<file path="src/rtl/updown_counter.sv">
// Up/down modulo-(MAX+1) counter with clear, clamped load, wrap/saturate limits and a registered wrap pulse.
// Zero latency: controls sampled at an edge show on val right after it; no backpressure, counts whenever enabled.
module updown_counter #(
  parameter int WIDTH    = 8,
  parameter int MAX      = 2**WIDTH - 1,
  parameter int SATURATE = 0
) (
  input  logic             clk,
  input  logic             reset,
  input  logic             enable,
  input  logic             dir,
  input  logic             clear,
  input  logic             load,
  input  logic [WIDTH-1:0] load_val,
  output logic [WIDTH-1:0] val,
  output logic             at_max,
  output logic             at_zero,
  output logic             wrap
);

  localparam logic [WIDTH-1:0] MAX_V = WIDTH'(MAX);
  localparam logic [WIDTH-1:0] ONE   = WIDTH'(1);
  localparam bit               SAT   = (SATURATE != 0);

  if (MAX < 1 || longint'(MAX) > ((longint'(1) << WIDTH) - 1)) begin : g_bad_max
    $error("updown_counter: MAX must lie in 1..2**WIDTH-1");
  end

  logic [WIDTH-1:0] load_clamped;

  assign at_max       = (val == MAX_V);
  assign at_zero      = (val == '0);
  assign load_clamped = (load_val > MAX_V) ? MAX_V : load_val;

  always_ff @(posedge clk) begin
    if (!reset) begin
      val  <= '0;
      wrap <= 1'b0;
    end else begin
      wrap <= 1'b0;
      if (clear) begin
        val <= '0;
      end else if (load) begin
        val <= load_clamped;
      end else if (enable) begin
        if (dir) begin
          if (!at_max) begin
            val <= val + ONE;
          end else if (!SAT) begin
            val  <= '0;
            wrap <= 1'b1;
          end
        end else begin
          // Saturating mode simply leaves val unchanged at either limit.
          if (!at_zero) begin
            val <= val - ONE;
          end else if (!SAT) begin
            val  <= MAX_V;
            wrap <= 1'b1;
          end
        end
      end
    end
  end

endmodule

</file>
<file path="config.mk">
export PLATFORM = sky130hd
export DESIGN_NAME = updown_counter
export DESIGN_NICKNAME = d
export VERILOG_FILES = /design/src/rtl/updown_counter.sv
export SDC_FILE = /design/constraint.sdc
export NUM_CORES = 1
export LEC_CHECK = 0
export ABC_AREA = 0
export CAP_MARGIN = 25
export CORE_MARGIN = 2
export CORE_UTILIZATION = 40
export CTS_CLUSTER_SIZE = 24
export DETAILED_ROUTE_END_ITERATION = 7
export GPL_ROUTABILITY_DRIVEN = 0
export PLACE_DENSITY = 0.71
export SETUP_SLACK_MARGIN = 0.4
export SLEW_MARGIN = 20
export SYNTH_ARGS = -nofsm -noshare
export SYNTH_HDL_FRONTEND = slang
export SYNTH_SLANG_ARGS = --single-unit
</file>
<file path="constraint.sdc">
create_clock -name clk -period 1.89 [get_ports clk]
set_input_delay 0.2835 -clock clk [delete_from_list [all_inputs] [get_ports clk]]
set_output_delay 0.2835 -clock clk [all_outputs]
set_load 0.1 [all_outputs]
</file>
==> metrics.md <==
| Metric | Value |
|---|---|
| Outcome | `finished clean` |
| Predominant post-synthesis flop cell | `dfxtp_1` |
| I/O Pins | `25` |
| Maxcap violations | `0` |
| Clk sinks | `9` |
| Top delay family on crit path | `simple AND/OR/NAND/NOR gates` |
| Slew Viols, Final | `0` |
| Nets@finish | `~180` |
| Synth unique cells | `between 40 and 50` |
| CP startpoint kind | `flop` |
| Total track usage | `between 20% and 30%` |
| Total gr overflow | `0` |
| Post-synth EDFFs | `0` |
| Fin. Hold Viols | `0` |
| Synth Cell Area | `892.1 um2` |
| Post-Synthesis Net Count | `135` |
| Final std cells w/o fill | `188` |
| DP Area | `roughly 0.0013 mm2` |
| P&R area growth vs syn | `63.67%` |
| Post-CTS Hold Fix Bufs | `0` |
| Post-synthesis cell count | `roughly 120` |
| Routed Antenna Nets | `0` |
| Maximum clock rate | `between 500 and 600 MHz` |
| CP Buf/Inv Count | `1` |
| Vias in the first global route | `about 980` |
| CTS clock-pin slew for the worst setup and hold paths | `about 0.06 ns` |
| Maximum vdd drop | `between 0.4 and 0.5 mV` |
| Final setup vio count | `0` |
| Tmin final | `1.846 ns` |
| Routed len/inst | `~16 um` |
| Post-synthesis async set-or-reset flop share | `0%` |
| Hold crit path type | `input port to flop` |
| Final design area excluding fillers | `roughly 0.0015 mm2` |
| CTS max path bufs | `2` |
| Detailed Route Iter0 Violations | `44` |
| CTS root buf | `clkbuf_4` |
| Critical Path End Type | `primary output` |
| Critical path, cell by cell | `or4_4 > nor3_4 > buf_12` |
| Leak | `0.5539 nW` |
| DR DRC count | `0` |
| Chip Height | `~51 um` |
| Unrepaired setup endpoints after global routing | `true` |
| DIE AREA | `between 0.002 and 0.003 mm2` |
| Slew HR | `80.50%` |
| Critical Path RT | `1.61 ns` |
| Sequential area share after synthesis | `between 20% and 30%` |
| Synth warn | `0` |
| DP Wirelength | `~2.0 mm` |
| Cell row count | `17` |
| DR vias | `between 1000 and 1500` |
| CP max stage delay | `0.55 ns` |
| TritonRoute pass-1 iters | `4` |
| Dpl cells | `approximately 170` |
| TritonCTS clock tree | `done` |
| Pwr dens | `509.0 mW/mm2` |
| Worst EP arrival | `roughly 1.6 ns` |
| Worst setup path class | `flop to primary output` |
| Most frequent cells in the layout | `buf_4 (29), clkdlybuf4s50_1 (12), a21oi_1 (11)` |
| WHS | `0.5172 ns` |
| Port bufs | `24` |
| Die Wd | `around 51 um` |
| TritonCTS buffer count | `3` |
| Register bit total from synthesis | `9` |
| Commonest non-fill, non-tap cell in the layout | `buf_4` |
| # fillers | `189` |
| Worst path slowest cell | `or4_4` |
| Pin count of the biggest net entering global routing | `17` |
| DR vias/cell | `about 6.0` |
| Mean Syn Cell Area | `approximately 7.6 um2` |
| Initial antenna violation count | `0` |
| Period utilization | `between 90% and 100%` |
| H-tree level count | `1` |
| Final WL | `between 2 and 3 mm` |
| CP max FO | `2` |
| Share of cells above drive strength 1 | `a little over two fifths` |
| Core Box Area | `around 0.0022 mm2` |
| Clock skew | `0.01107 ns` |
| Initial cell density of the core | `41.12%` |
| Global-route wire length before repair | `around 4.7 mm` |
| Worst Tran Pin Value | `just under 0.3 ns` |
| Diode count | `0` |
| Worst-skew pair later-pin latency | `0.28 ns` |
worst register-to-register path: stages (launching register included):
cell and delay (ns):
dfxtp_4 0.36, inv_2 0.09, ha_1 0.17, nor3b_2 0.20
mux2_2 0.37, o32ai_1 0.30, o22ai_1 0.11
what timing repair did:
item	CTS	global route
setup endpoints to repair	10	11
gates resized for setup	3	8
pin swaps	3	4
buffers inserted	10	2
kinds of logic after synthesis:
group | after synthesis | share of synthesized area [%]
XOR/XNOR | 5 | 4.910
flip-flops | 9 | 20.20
buffers and inverters | 16 | 8.835
AO/OA/AOI/OAI | 36 | 28.33
adder cells (fa/ha/maj) | 3 | 4.208
AND/OR/NAND/NOR | 47 | 31.14
multiplexers | 2 | 2.384
stage by stage:
step,total power [W],setup slack [ns],TNS [ns],utilization (%)
after global placement,0.0005321,0.1879,0,58.94
final,0.0007432,0.04397,0,67.30
after detailed placement,0.0005350,0.1726,0,58.94
after global routing,0.0007804,0.005653,0,67.30
after floorplan,0.0004305,-0.4905,-2.130,-
after CTS,0.0007291,0.03165,0,64.82
per-layer routing:
metal | vias up | global-route usage (%) | wire, um
met5 | - | 0 | 0
met4 | 0 | 15.79 | 117
met3 | 15 | 3.509 | 226
li1 | 521 | - | -
met1 | 530 | 32.07 | 1242
met2 | 62 | 38.53 | 1396
flip-flops by register name, summed over array words and instances, names as in the netlist:
signal  flops
val         8
wrap        1
cell usage after synthesis (3+ instances only):
cell type | n | area [um2]
a21oi_1 | 11 | 55.05
buf_1 | 3 | 11.26
buf_2 | 3 | 15.01
dfxtp_1 | 9 | 180.2
ha_1 | 3 | 37.54
inv_1 | 7 | 26.28
nand2_1 | 9 | 33.78
nand3_1 | 8 | 40.04
nor2_1 | 4 | 15.01
nor3_1 | 7 | 35.03
nor3b_1 | 3 | 22.52
o21ai_0 | 5 | 25.02
xnor2_1 | 3 | 26.28
worst paths after layout:
| path | startpoint | to | slack (ns) | cells past startpoint |
|---|---|---|---|---|
| worst min-delay path | enable | wrap | 0.52 | 3 |
| worst min register to register | val[4] | val[4] | 0.64 | 2 |
| worst max-delay path | val[3] | at_zero | 0.04 | 3 |
| worst max register to register | val[1] | val[4] | 0.17 | 6 |
layout make-up:
| class | count | area (um2) | area share, % |
|---|---|---|---|
| Timing Repair Buffer | 47 | 441.7 | 30.25 |
| Sequential cell | 9 | 210.2 | 14.40 |
| Tap cell | 28 | 35.03 | 2.399 |
| Clock buffer | 4 | 26.28 | 1.799 |
| Multi-Input combinational cell | 93 | 714.4 | 48.93 |
| Inverter | 7 | 32.53 | 2.228 |
power by group:
part           leakage (nW)  internal, W  switching [W]  total (W)
sequential           0.0793     0.000193      0.0000189   0.000212
combinational         0.460     0.000156       0.000207   0.000363
clock                0.0150    0.0000820      0.0000862   0.000168
Power figures use the tool's default switching activity.
